File: src/rtl/seg_pkg.sv
// Shared constants and types for the multiplexed seven-segment display path.
// Segment patterns are active-low in g,f,e,d,c,b,a order (bit 6 = g).
package seg_pkg;

    localparam logic [6:0] SEG_0     = 7'h40;
    localparam logic [6:0] SEG_1     = 7'h79;
    localparam logic [6:0] SEG_2     = 7'h24;
    localparam logic [6:0] SEG_3     = 7'h30;
    localparam logic [6:0] SEG_4     = 7'h19;
    localparam logic [6:0] SEG_5     = 7'h12;
    localparam logic [6:0] SEG_6     = 7'h02;
    localparam logic [6:0] SEG_7     = 7'h78;
    localparam logic [6:0] SEG_8     = 7'h00;
    localparam logic [6:0] SEG_9     = 7'h10;
    localparam logic [6:0] SEG_BLANK = 7'h7F;

    localparam logic [7:0] ANODE_ONES = 8'hFE;
    localparam logic [7:0] ANODE_TENS = 8'hFD;

    typedef enum logic [1:0] {
        SETTLE  = 2'd0,
        CAPTURE = 2'd1,
        HOLD    = 2'd2
    } scan_state_t;

    // tens*10 + ones built from shifts so it stays a 7-bit add chain
    function automatic logic [6:0] bcd_value(input logic [3:0] tens, input logic [3:0] ones);
        return {tens, 3'b000} + {2'b00, tens, 1'b0} + {3'b000, ones};
    endfunction

endpackage

File: src/rtl/seg7_to_bin.sv
// Active-low seven-segment pattern to BCD digit; is_digit_o is low for
// anything that is not one of the ten digit glyphs.
module seg7_to_bin
    import seg_pkg::*;
(
    input  logic [6:0] seg_i,
    output logic [3:0] digit_o,
    output logic       is_digit_o
);

    always_comb begin
        digit_o    = 4'd0;
        is_digit_o = 1'b1;
        case (seg_i)
            SEG_0:   digit_o = 4'd0;
            SEG_1:   digit_o = 4'd1;
            SEG_2:   digit_o = 4'd2;
            SEG_3:   digit_o = 4'd3;
            SEG_4:   digit_o = 4'd4;
            SEG_5:   digit_o = 4'd5;
            SEG_6:   digit_o = 4'd6;
            SEG_7:   digit_o = 4'd7;
            SEG_8:   digit_o = 4'd8;
            SEG_9:   digit_o = 4'd9;
            default: is_digit_o = 1'b0;
        endcase
    end

endmodule

File: src/rtl/seg_scan_decoder.sv
// Samples a two-digit multiplexed active-low display bus, captures each digit
// once it has settled, and reports one BCD/binary frame per complete scan.
module seg_scan_decoder
    import seg_pkg::*;
#(
    parameter int NUM_DIGITS    = 2,
    parameter int STABLE_CYCLES = 4
) (
    input  logic       Clk,
    input  logic       Reset,
    input  logic [7:0] Anode,
    input  logic [7:0] Display,
    output logic [3:0] Ones,
    output logic [3:0] Tens,
    output logic [6:0] Value,
    output logic       Value_Valid,
    output logic       Seg_Error,
    output logic [1:0] Dbg_State
);

    localparam logic [7:0] STABLE_MAX = 8'(STABLE_CYCLES);

    logic        unused_dp;
    logic [7:0]  anode_q;
    logic [6:0]  disp_q;
    logic [14:0] prev_q;
    logic [7:0]  cnt_q, cnt_d;
    scan_state_t state_q, state_d;

    logic [3:0]  ones_slot_q, ones_slot_d;
    logic [3:0]  tens_slot_q, tens_slot_d;
    logic [NUM_DIGITS-1:0] seen_q, seen_d;
    logic [3:0]  ones_q, ones_d;
    logic [3:0]  tens_q, tens_d;
    logic [6:0]  value_q, value_d;
    logic        vv_q, vv_d;
    logic        err_q, err_d;

    logic        active;
    logic        changed;
    logic        slot;
    logic        capture_en;
    logic [3:0]  digit;
    logic        is_digit;

    assign unused_dp = Display[7];

    // Stage 0 plus the previous sample used for change detection
    always_ff @(posedge Clk) begin
        if (Reset) begin
            anode_q <= 8'hFF;
            disp_q  <= 7'h7F;
            prev_q  <= '1;
            cnt_q   <= 8'd0;
        end else begin
            anode_q <= Anode;
            disp_q  <= Display[6:0];
            prev_q  <= {anode_q, disp_q};
            cnt_q   <= cnt_d;
        end
    end

    assign active  = (anode_q[7:2] == 6'h3F) && (anode_q[1] ^ anode_q[0]);
    assign changed = ({anode_q, disp_q} != prev_q);
    assign slot    = anode_q[0];

    always_comb begin
        cnt_d = cnt_q;
        if (!active) begin
            cnt_d = 8'd0;
        end else if (changed) begin
            cnt_d = 8'd1;
        end else if (cnt_q < STABLE_MAX) begin
            cnt_d = cnt_q + 8'd1;
        end
    end

    always_ff @(posedge Clk) begin
        if (Reset) begin
            state_q <= SETTLE;
        end else begin
            state_q <= state_d;
        end
    end

    // Leaving CAPTURE straight to SETTLE on a change keeps the next dwell from being lost
    always_comb begin
        state_d = state_q;
        case (state_q)
            SETTLE:  if (cnt_d == STABLE_MAX) state_d = CAPTURE;
            CAPTURE: state_d = (!active || changed) ? SETTLE : HOLD;
            HOLD:    if (!active || changed) state_d = SETTLE;
            default: state_d = SETTLE;
        endcase
    end

    always_comb begin
        capture_en = (state_q == SETTLE) && (cnt_d == STABLE_MAX);
        Dbg_State  = state_q;
    end

    seg7_to_bin u_seg7_to_bin (
        .seg_i      (disp_q),
        .digit_o    (digit),
        .is_digit_o (is_digit)
    );

    // Frame publication and slot capture can share an edge; capture wins on seen_d
    always_comb begin
        ones_slot_d = ones_slot_q;
        tens_slot_d = tens_slot_q;
        seen_d      = seen_q;
        ones_d      = ones_q;
        tens_d      = tens_q;
        value_d     = value_q;
        vv_d        = 1'b0;
        err_d       = 1'b0;
        if (&seen_q) begin
            ones_d  = ones_slot_q;
            tens_d  = tens_slot_q;
            value_d = bcd_value(tens_slot_q, ones_slot_q);
            vv_d    = 1'b1;
            seen_d  = '0;
        end
        if (capture_en) begin
            if (is_digit) begin
                if (slot) begin
                    tens_slot_d = digit;
                end else begin
                    ones_slot_d = digit;
                end
                seen_d[slot] = 1'b1;
            end else begin
                err_d        = 1'b1;
                seen_d[slot] = 1'b0;
            end
        end
    end

    always_ff @(posedge Clk) begin
        if (Reset) begin
            ones_slot_q <= 4'd0;
            tens_slot_q <= 4'd0;
            seen_q      <= '0;
            ones_q      <= 4'd0;
            tens_q      <= 4'd0;
            value_q     <= 7'd0;
            vv_q        <= 1'b0;
            err_q       <= 1'b0;
        end else begin
            ones_slot_q <= ones_slot_d;
            tens_slot_q <= tens_slot_d;
            seen_q      <= seen_d;
            ones_q      <= ones_d;
            tens_q      <= tens_d;
            value_q     <= value_d;
            vv_q        <= vv_d;
            err_q       <= err_d;
        end
    end

    assign Ones        = ones_q;
    assign Tens        = tens_q;
    assign Value       = value_q;
    assign Value_Valid = vv_q;
    assign Seg_Error   = err_q;

endmodule

File: config.mk
export PLATFORM = sky130hd
export DESIGN_NAME = seg_scan_decoder
export DESIGN_NICKNAME = d
export VERILOG_FILES = /design/src/rtl/seg_pkg.sv /design/src/rtl/seg7_to_bin.sv /design/src/rtl/seg_scan_decoder.sv
export SDC_FILE = /design/constraint.sdc
export NUM_CORES = 1
export LEC_CHECK = 0
export BUFFER_PORTS_ARGS = -buffer_cell sky130_fd_sc_hd__buf_2
export CORE_MARGIN = 1.5
export CORE_UTILIZATION = 51
export CTS_CLUSTER_DIAMETER = 30
export DETAILED_ROUTE_END_ITERATION = 8
export GPL_ROUTABILITY_DRIVEN = 0
export GPL_TIMING_DRIVEN = 0
export PLACE_DENSITY_LB_ADDON = 0.15
export SYNTH_ARGS = -nofsm -noshare
export SYNTH_HDL_FRONTEND = slang
export SYNTH_SLANG_ARGS = --single-unit
File: constraint.sdc
create_clock -name Clk -period 2.1 [get_ports Clk]
set_input_delay 0.525 -clock Clk [delete_from_list [all_inputs] [get_ports Clk]]
set_output_delay 0.525 -clock Clk [all_outputs]
set_load 0.02 [all_outputs]
==> flow_metrics.py, run 1 <==
metrics = {
    "outcome": {
        "status": "finished clean",
    },
    "worst_hold_path": {
        "hold_path_class": "input pin to flip-flop",
    },
    "cts": {
        "cts_buffers": 9,
        "holdBufCountCts": 0,
        "tritoncts": "yes",
        "clock-sinks": 66,
        "clockBufferDepth": 2,
        "clockRootBuffer": "clkbuf_8",
        "clkTransAtPathRegs_ns": 0.07,
        "clock_latency_ns": 0.34,
        "h-tree-depth": 3,
    },
    "placement": {
        "hpwl_mm": 3.59,
        "dp.cells": 390,
        "pre_cts_ws_ns": -0.0470,
        "io_buffers": 35,
    },
    "global_route": {
        "antenna_found_initial": 0,
        "grt_overflow_total": 0,
        "grt_util_all_layers_pct": 19.4,
        "grt_max_degree": 13,
        "grt_pass1_vias": 1980,
        "grt_pass1_wl_mm": 9.09,
    },
    "yosys": {
        "synth_top_area_cell": "dfxtp_1",
        "synth_seq_area_share_pct": 47.4,
        "syn_nets": 313,
        "syn_area_per_cell_sq_um": 9.79,
        "syn_area_sq_um": 2790,
        "synth_top_area_share_pct": 47.4,
        "ys_async_sr_fraction_pct": 0,
        "synth.area.top_cells": "dfxtp_1 (47%), or2_2 (6.5%), xnor2_1 (5.0%)",
        "synth_edf_count": 0,
        "yosys_register_bits": 66,
        "synth_ff_type": "dfxtp_1",
        "ys_types": 48,
        "yosys_warnings": 0,
        "syn_inst": 285,
    },
    "worst_setup_path": {
        "crit_fanout": 4,
        "start_kind": "flip-flop",
        "worstPathArrival_ns": 2.32,
        "required_ns": 2.37,
        "cp-end-kind": "flip-flop",
        "critPathKind": "flip-flop to flip-flop",
    },
    "die": {
        "core-area_sq_um": 5200,
        "dieHeight_microns": 77.0,
        "die_area_sq_um": 5920,
        "die_w_microns": 77.0,
        "start_util_pct": 53.6,
        "rows": 26,
        "io_pins": 37,
    },
    "finish": {
        "n_fill_cell": 463,
        "nNetsFinal": 361,
        "drive_gt1_share_pct": 31.4,
        "postLayoutCoreUtil_pct": 63.3,
        "antenna_cells": 0,
        "final_cells": 408,
        "syn_to_final_growth_pct": 18.2,
    },
    "sta": {
        "slew_headroom_pct": 65.4,
        "skew_ns": 0.00559,
        "finalSetupTns_ns": 0,
        "max_freq_mhz": 487,
        "slew_violations": 0,
        "finalHoldViolCount": 0,
        "rsz0062_at_grt": "yes",
        "post-route-min-period_ns": 2.05,
        "worst_pin_slew_ns": 0.515,
        "setup_viol_count_final": 0,
        "setup_ws_ns": 0.0459,
        "post-route-period-util_pct": 97.8,
    },
    "route": {
        "drcViolationCount": 0,
        "drtIter0Drc": 48,
        "dr_total_vias": 2058,
        "drt-vias-per-instance": 5.04,
        "dr.pass1.iters": 5,
        "final_antenna_net_count": 0,
        "wl_mm": 5.06,
        "wl_per_cell_microns": 12.4,
    },
    "pwr": {
        "p_leak_nw": 1.40,
        "max-vdd-ir-drop_v": 0.000521,
        "cellPowerDensity_nw_per_um2": 747,
    },
    "job": {
        "cap_violations": 0,
    },
}
-- final cells by class --
type | instances | area, sq um | share of cell area [%]
buffer | 17 | 77.6 | 2.35
clock buffer | 9 | 124 | 3.76
clock inverter | 7 | 70.1 | 2.13
inverter | 5 | 18.8 | 0.569
multi-input combinational | 196 | 1390 | 42.3
sequential | 66 | 1330 | 40.3
tap | 70 | 87.6 | 2.66
timing repair buffer | 38 | 198 | 6.00
-- Yosys cell counts, types with 2 or more instances --
cell,count
dfxtp_1,66
nand2_1,30
or2_2,29
a21oi_1,16
xnor2_1,16
clkbuf_1,14
nor2_1,10
ha_1,8
mux2i_1,8
nand2b_1,8
nand4_1,8
and2_1,6
xor2_1,6
inv_1,5
nand3_1,5
nor3_1,4
o21ai_0,4
a21o_1,3
a31oi_1,3
or3b_2,3
and4_1,2
and4b_1,2
buf_2,2
fa_1,2
nor2b_1,2
-- kinds of logic after synthesis --
family | Yosys count | share of synthesized area (%)
XOR/XNOR | 22 | 6.91
multiplexers | 8 | 2.87
AND/OR/NAND/NOR | 120 | 25.4
AO/OA/AOI/OAI | 36 | 8.79
buffers and inverters | 23 | 3.59
adder cells (fa/ha/maj) | 10 | 5.02
flip-flops | 66 | 47.4
-- final timing paths --
check,to,slack (ns),depth (start not counted),startpoint
max,Value[6],0.05,7,tens_slot_q[2]
min reg2reg,Value[5],0.45,2,Value[5]
max reg2reg,Value[6],0.05,7,tens_slot_q[2]
min,anode_q[4],0.36,2,Anode[4]
-- state kept, by name (all words and copies together) (netlist names) --
name         flops
seen_q           2
cnt_q            8
disp_q           7
ones_slot_q      4
tens_slot_q      4
Seg_Error        1
Value_Valid      1
Tens             4
prev_q          15
Ones             4
Dbg_State        2
Value            6
anode_q          8
-- worst max-delay path, cell delays in order, from the launching register on --
cell and delay, ns:
dfxtp_2 0.35, fa_1 0.54, fa_2 0.43, a21o_1 0.20, a21oi_2 0.14, xnor2_1 0.12, nand2_1 0.07, a21oi_1 0.14
-- what timing repair did --
action / 4_1_cts / 5_1_grt
setup buffers: 1 / 2
setup endpoints to repair: 4 / 18
pin swaps: 2 / 5
resized for setup: 4 / 7
-- stage by stage --
| step | power (mW) | hold slack [ns] | area (sq um) |
|---|---|---|---|
| floorplan | 1.42 | 0.432 | 2790 |
| global placement | 1.46 | 0.437 | 3050 |
| detailed placement | 1.46 | 0.445 | 3050 |
| CTS | 2.49 | 0.347 | 3270 |
| global route | 2.56 | 0.352 | 3300 |
| finish | 2.46 | 0.358 | 3300 |
-- cells in the final DEF, fill, tap and decap left out, types with 4 or more instances in the layout --
cell       n
nor3_1     4
xnor2_1   16
dfxtp_1   61
nand2_1   30
nand2b_1   8
and2_1     6
a21oi_1   15
ha_1       8
inv_1      5
nand4_1    8
nor2_1     9
buf_2     37
clkbuf_1  13
xor2_1     6
nand3_1    5
clkbuf_8   9
mux2i_1    8
buf_4      4
or2_2     29
dfxtp_2    5
-- metal layers --
metal | up-vias | GRT usage, % | wire length (microns)
li1 | 1061 | - | -
met1 | 951 | 25.9 | 2500
met2 | 37 | 30.1 | 2320
met3 | 9 | 4.05 | 162
met4 | 0 | 8.89 | 76
met5 | - | 0 | 0
-- power breakdown --
part | internal, mW | switching (mW)
combinational | 0.0656 | 0.0699
sequential | 1.28 | 0.0176
clock | 0.545 | 0.487
total | 1.89 | 0.575
Note: power is estimated with default switching activity, not from simulation.
==> inputs of run 2 (changes only) <==
Settings changed: SYNTH_HIERARCHICAL from default to 1.
==> run 2 against run 1 <==
- non-clock buffer count decreased by 5
- sequential cell count unchanged
- core utilization decreased by 0.15 points
- sequential power about the same
- critical endpoint is now ones_slot_q[0]
- highest routed layer unchanged
==> flow_metrics.py, run 2 <==
metrics = {
    "outcome": {
        "status": "finished clean",
    },
    "yosys": {
        "ys_async_sr_fraction_pct": 0,
        "synth_most_common_cell": "dfxtp_1",
        "syn_area_per_cell_sq_um": 9.73,
        "yosys_register_bits": 66,
        "synth.area.top_cells": "dfxtp_1 (47%), or2_2 (6.6%), xnor2_1 (5.3%)",
        "syn_area_sq_um": 2830,
        "synth_ff_type": "dfxtp_1",
        "synth_seq_area_share_pct": 46.6,
        "synth_top_area_cell": "dfxtp_1",
        "ys_types": 45,
        "yosys_warnings": 6,
        "synth_top_area_share_pct": 46.6,
        "synth_edf_count": 0,
        "syn_nets": 319,
        "syn_inst": 291,
        "synth_commonest_cells": "dfxtp_1 (66), nand2_1 (31), or2_2 (30)",
    },
    "route": {
        "drtIter0Drc": 57,
        "wl_mm": 4.81,
        "final_antenna_net_count": 0,
        "dr_total_vias": 2033,
        "drcViolationCount": 0,
        "dr.pass1.iters": 4,
        "drt-vias-per-instance": 4.96,
        "wl_per_cell_microns": 11.7,
    },
    "worst_setup_path": {
        "crit_fanout": 9,
        "required_ns": 2.33,
        "r2r_slack_ns": 0.09,
        "critPathKind": "flip-flop to flip-flop",
        "crit_start": "disp_q[4]",
        "cp-end-kind": "flip-flop",
        "r2r-start": "disp_q[4]",
        "start_kind": "flip-flop",
        "worstPathArrival_ns": 2.24,
        "worstRegToRegCells": 8,
        "crit_end": "ones_slot_q[0]",
        "regToRegEndpoint": "ones_slot_q[0]",
    },
    "finish": {
        "drive_gt1_share_pct": 32.9,
        "syn_to_final_growth_pct": 16.8,
        "final_cell_mix": "dfxtp_1 (60), buf_2 (35), nand2_1 (31)",
        "reg_top3": "prev_q (15), anode_q (8), cnt_q (8)",
        "mostFrequentLayoutCell": "dfxtp_1",
        "final_cell_area_sq_um": 3310,
        "antenna_cells": 0,
        "top_register": "prev_q",
        "nNetsFinal": 365,
        "largest_reg_flops": 15,
    },
    "cts": {
        "tritoncts": "yes",
        "clockBufferDepth": 2,
        "holdBufCountCts": 0,
        "clock-sinks": 66,
        "clkTransAtPathRegs_ns": 0.06,
        "clock_latency_ns": 0.34,
        "cts_buffers": 9,
        "clockRootBuffer": "clkbuf_8",
        "h-tree-depth": 3,
    },
    "global_route": {
        "grt_pass1_wl_mm": 8.10,
        "antenna_found_initial": 0,
        "grt_overflow_total": 0,
        "grt_max_degree": 11,
        "grt_util_all_layers_pct": 17.4,
        "grt_pass1_vias": 1869,
    },
    "die": {
        "io_pins": 37,
        "start_util_pct": 54.1,
        "core-area_sq_um": 5240,
        "die_area_sq_um": 6010,
        "dieHeight_microns": 77.5,
        "die_w_microns": 77.5,
        "rows": 26,
    },
    "placement": {
        "placed_area_sq_um": 3100,
        "hpwl_mm": 3.53,
        "pre_cts_ws_ns": -0.0925,
        "io_buffers": 35,
    },
    "worst_hold_path": {
        "hold_path_class": "input pin to flip-flop",
    },
    "sta": {
        "setup_ws_ns": 0.0864,
        "skew_ns": 0.00783,
        "slew_headroom_pct": 67.5,
        "hold_ws_ns": 0.361,
        "post-route-period-util_pct": 95.9,
        "worst_pin_slew_ns": 0.483,
        "max_freq_mhz": 497,
        "setup_viol_count_final": 0,
        "post-route-min-period_ns": 2.01,
        "slew_violations": 0,
        "finalHoldViolCount": 0,
    },
    "pwr": {
        "cellPowerDensity_nw_per_um2": 721,
        "p_leak_nw": 1.37,
        "max-vdd-ir-drop_v": 0.000453,
    },
    "job": {
        "cap_violations": 0,
    },
}
run 2: changes by cell type after synthesis, moves of 5 or more:
cell      before  now
and2_1         6    1
clkbuf_1      14    9
nand2b_1       8   14
nor2_1        10   18
run 2: area by class of cell:
type	count	area, sq um
clock buffers	12	165
repair buffers	35	175
flip-flops and latches	66	1330
clock inverters	2	12.5
plain buffers	15	90.1
multi-input cells	204	1430
inverters	6	22.5
fillers	453	1930
well taps	70	87.6
run 2: how the worst min path moves through the flow:
stage,from,endpoint,slack (ns),depth (start not counted)
floorplan,cnt_q[3],cnt_q[3],0.41,2
finish,Display[5],disp_q[5],0.36,2
global route,Anode[7],anode_q[7],0.35,2
CTS,Display[5],disp_q[5],0.34,2
global placement,cnt_q[5],cnt_q[5],0.42,2
detailed placement,cnt_q[5],cnt_q[5],0.42,2
run 2: per-stage QoR:
step	power, mW	TNS [ns]	std cells	utilization (%)
final	2.39	0	410	63.2
after global routing	2.48	-0.0280	410	63.2
after CTS	2.41	0	410	62.6
after detailed placement	1.46	-0.0925	396	59.1
after global placement	1.46	-0.0724	396	59.1
after floorplan	1.42	0	291	-
run 2: worst max-delay path, cell delays in order (launching register included):
cell and delay (ns):
dfxtp_1 0.50, and4bb_2 0.28, o31ai_1 0.34, nand3_2 0.19, nand2b_1 0.11, nor4_1 0.05
and3_1 0.20, buf_6 0.13, mux2i_1 0.11
run 2: report_power, final:
group,total [mW],switching (mW),internal (mW)
Clock,0.954,0.444,0.509
Sequential,1.30,0.0256,1.28
Combinational,0.130,0.0580,0.0717
Total,2.39,0.528,1.86
run 2: cell families (layout without fill, tap and decap cells):
kind of cell	count (synthesis)	count (layout)	share of synthesized area, %
DFF	66	66	46.6
buffers and inverters	21	70	3.97
xor gates and xnor gates	22	22	6.80
and+or+nand+nor	133	133	28.0
adders and majority gates	10	10	4.95
muxes	11	11	3.89
AOI/OAI and AO/OA	28	28	5.79
run 2: timing repair:
| item | in CTS | in global routing |
|---|---|---|
| setup buffers | 0 | 0 |
| pin swaps | 1 | 2 |
| gates cloned | 0 | 0 |
| gates resized for setup | 3 | 11 |
| endpoints found under the setup margin | 1 | 9 |
run 2: per-layer routing:
layer	track usage, %	routed length (microns)	vias to the layer above
li1	-	-	1059
met2	27.2	2180	43
met5	0	0	-
met3	4.94	200	12
met1	21.3	2310	919
met4	10.5	127	0
==> inputs of run 3 (changes only) <==
Settings changed: CTS_BUF_LIST from default to sky130_fd_sc_hd__clkbuf_16, PLACE_DENSITY from default to 0.84, PLACE_DENSITY_LB_ADDON 0.15 to default.
==> run 3 against run 2 <==
- first-iteration DRC count increased by 51%
- register-to-register slack about the same
- total power increased by 20%
- critical endpoint is now Value[6]
- highest routed layer unchanged
==> flow_metrics.py, run 3 (synthesis results as in run 2) <==
metrics = {
    "sta": {
        "finalSetupTns_ns": 0,
        "slew_headroom_pct": 64.7,
        "post-route-period-util_pct": 95.7,
        "slew_violations": 0,
        "setup_viol_count_final": 0,
        "post-route-min-period_ns": 2.01,
        "hold_ws_ns": 0.374,
        "setup_ws_ns": 0.0899,
        "max_freq_mhz": 497,
        "worst_pin_slew_ns": 0.524,
        "finalHoldViolCount": 0,
        "skew_ns": 0.00421,
    },
    "finish": {
        "syn_to_final_growth_pct": 21.2,
        "postLayoutCoreUtil_pct": 65.6,
        "drive_gt1_share_pct": 32.8,
        "nNetsFinal": 365,
        "final_cell_mix": "dfxtp_1 (60), buf_2 (35), nand2_1 (31)",
        "largest_reg_flops": 15,
        "reg_top3": "prev_q (15), anode_q (8), cnt_q (8)",
        "top_register": "prev_q",
        "final_cells": 411,
        "mostFrequentLayoutCell": "dfxtp_1",
        "antenna_cells": 0,
        "n_fill_cell": 400,
    },
    "cts": {
        "clockBufferDepth": 2,
        "holdBufCountCts": 0,
        "clock_latency_ns": 0.33,
        "h-tree-depth": 3,
        "clock-sinks": 66,
        "clkTransAtPathRegs_ns": 0.05,
        "clockRootBuffer": "clkbuf_16",
        "cts_buffers": 9,
        "tritoncts": "yes",
        "post-cts-setup-buffers": 0,
    },
    "die": {
        "rows": 26,
        "die_w_microns": 77.5,
        "dieHeight_microns": 77.5,
        "die_area_sq_um": 6010,
        "core-area_sq_um": 5240,
        "start_util_pct": 54.1,
        "io_pins": 37,
    },
    "route": {
        "wl_per_cell_microns": 12.7,
        "dr.pass1.iters": 4,
        "wl_mm": 5.21,
        "drcViolationCount": 0,
        "final_antenna_net_count": 0,
        "drt-vias-per-instance": 5.07,
        "dr_total_vias": 2084,
        "drtIter0Drc": 86,
    },
    "placement": {
        "hpwl_mm": 3.53,
        "dp.cells": 396,
        "pre_cts_ws_ns": -0.0291,
        "io_buffers": 35,
    },
    "pwr": {
        "p_sw_uw": 608,
        "comb_power_share_pct": 4.6,
        "switching_share_pct": 21.2,
        "internal-power_mw": 2.25,
        "pwr-share-seq_pct": 45.6,
        "p_leak_nw": 1.40,
        "cellPowerDensity_nw_per_um2": 833,
        "p_clk_share_pct": 49.8,
        "max-vdd-ir-drop_v": 0.000558,
    },
    "worst_setup_path": {
        "crit_path_max_incr_delay_ns": 0.50,
        "worstPathArrival_ns": 2.27,
        "crit_buf_inv": 0,
        "cp_cell_sequence": "fa_2 -> fa_2 -> a21o_1 -> a21oi_2 -> xnor2_1 -> nand2_1 -> a21oi_1",
        "critPathSlowestCell": "fa_2",
        "r2r_slack_ns": 0.09,
        "start_kind": "flip-flop",
        "regToRegEndpoint": "Value[6]",
        "cp-end-kind": "flip-flop",
        "path_delay_family": "adder cells",
        "crit_fanout": 4,
        "required_ns": 2.36,
        "crit_start": "tens_slot_q[2]",
        "worstRegToRegCells": 7,
        "crit_top_cell": "fa_2",
        "critPathKind": "flip-flop to flip-flop",
        "r2r-start": "tens_slot_q[2]",
    },
    "worst_hold_path": {
        "whs_path_depth": 2,
        "hold_path_class": "input pin to flip-flop",
        "hold_path_startpoint": "Display[2]",
        "hold_end": "disp_q[2]",
    },
    "global_route": {
        "grt_max_degree": 12,
        "grt_pass1_vias": 2065,
        "grt_pass1_wl_mm": 9.12,
        "grt_util_all_layers_pct": 19.1,
        "antenna_found_initial": 0,
        "grt_overflow_total": 0,
    },
    "outcome": {
        "status": "finished clean",
    },
    "job": {
        "cap_violations": 0,
    },
}
[run 3: cell type report]
class	count	area [sq um]	share of cell area, %
clock inverter	6	60.1	1.75
inverter	6	22.5	0.656
tap	70	87.6	2.55
timing repair buffer	35	175	5.10
sequential	66	1330	38.8
buffer	15	90.1	2.62
clock buffer	9	225	6.56
multi-input combinational	204	1440	41.9
[run 3: power groups by stage]
stage / Clock [mW] / Sequential [mW] / Combinational [mW]
3_3_place_gp: 0 / 1.33 / 0.126
5_1_grt: 1.51 / 1.31 / 0.148
3_5_place_dp: 0 / 1.33 / 0.129
2_1_floorplan: 0 / 1.33 / 0.0984
4_1_cts: 1.44 / 1.31 / 0.131
6_report: 1.42 / 1.31 / 0.130
[run 3: per-stage QoR]
stage	power (mW)	cell area [sq um]
finish	2.86	3430
global route	2.96	3430
CTS	2.88	3390
detailed placement	1.46	3100
global placement	1.46	3100
floorplan	1.42	2830
[run 3: metal layers]
metal | vias to the layer above | track usage [%] | routed length (microns)
met4 | 0 | 6.91 | 102
met5 | - | 0 | 0
li1 | 1059 | - | -
met3 | 12 | 6.82 | 220
met2 | 44 | 30.5 | 2510
met1 | 969 | 23.8 | 2380
[run 3: worst max-delay path by stage]
| stage | end | slack [ns] | depth (start not counted) |
|---|---|---|---|
| after floorplan | Value[6] | 0.09 | 7 |
| after global placement | Value[6] | -0.008 | 7 |
| after detailed placement | Value[6] | -0.03 | 7 |
| after CTS | ones_slot_q[0] | 0.01 | 8 |
| after global routing | Value[6] | -0.003 | 7 |
| final | Value[6] | 0.09 | 7 |
[run 3: timing repair]
action,in CTS,in global routing
setup endpoints to repair,1,9
gates resized for setup,3,14
gates cloned,0,0
pin swaps,0,3
endpoints found under the hold margin,0,0
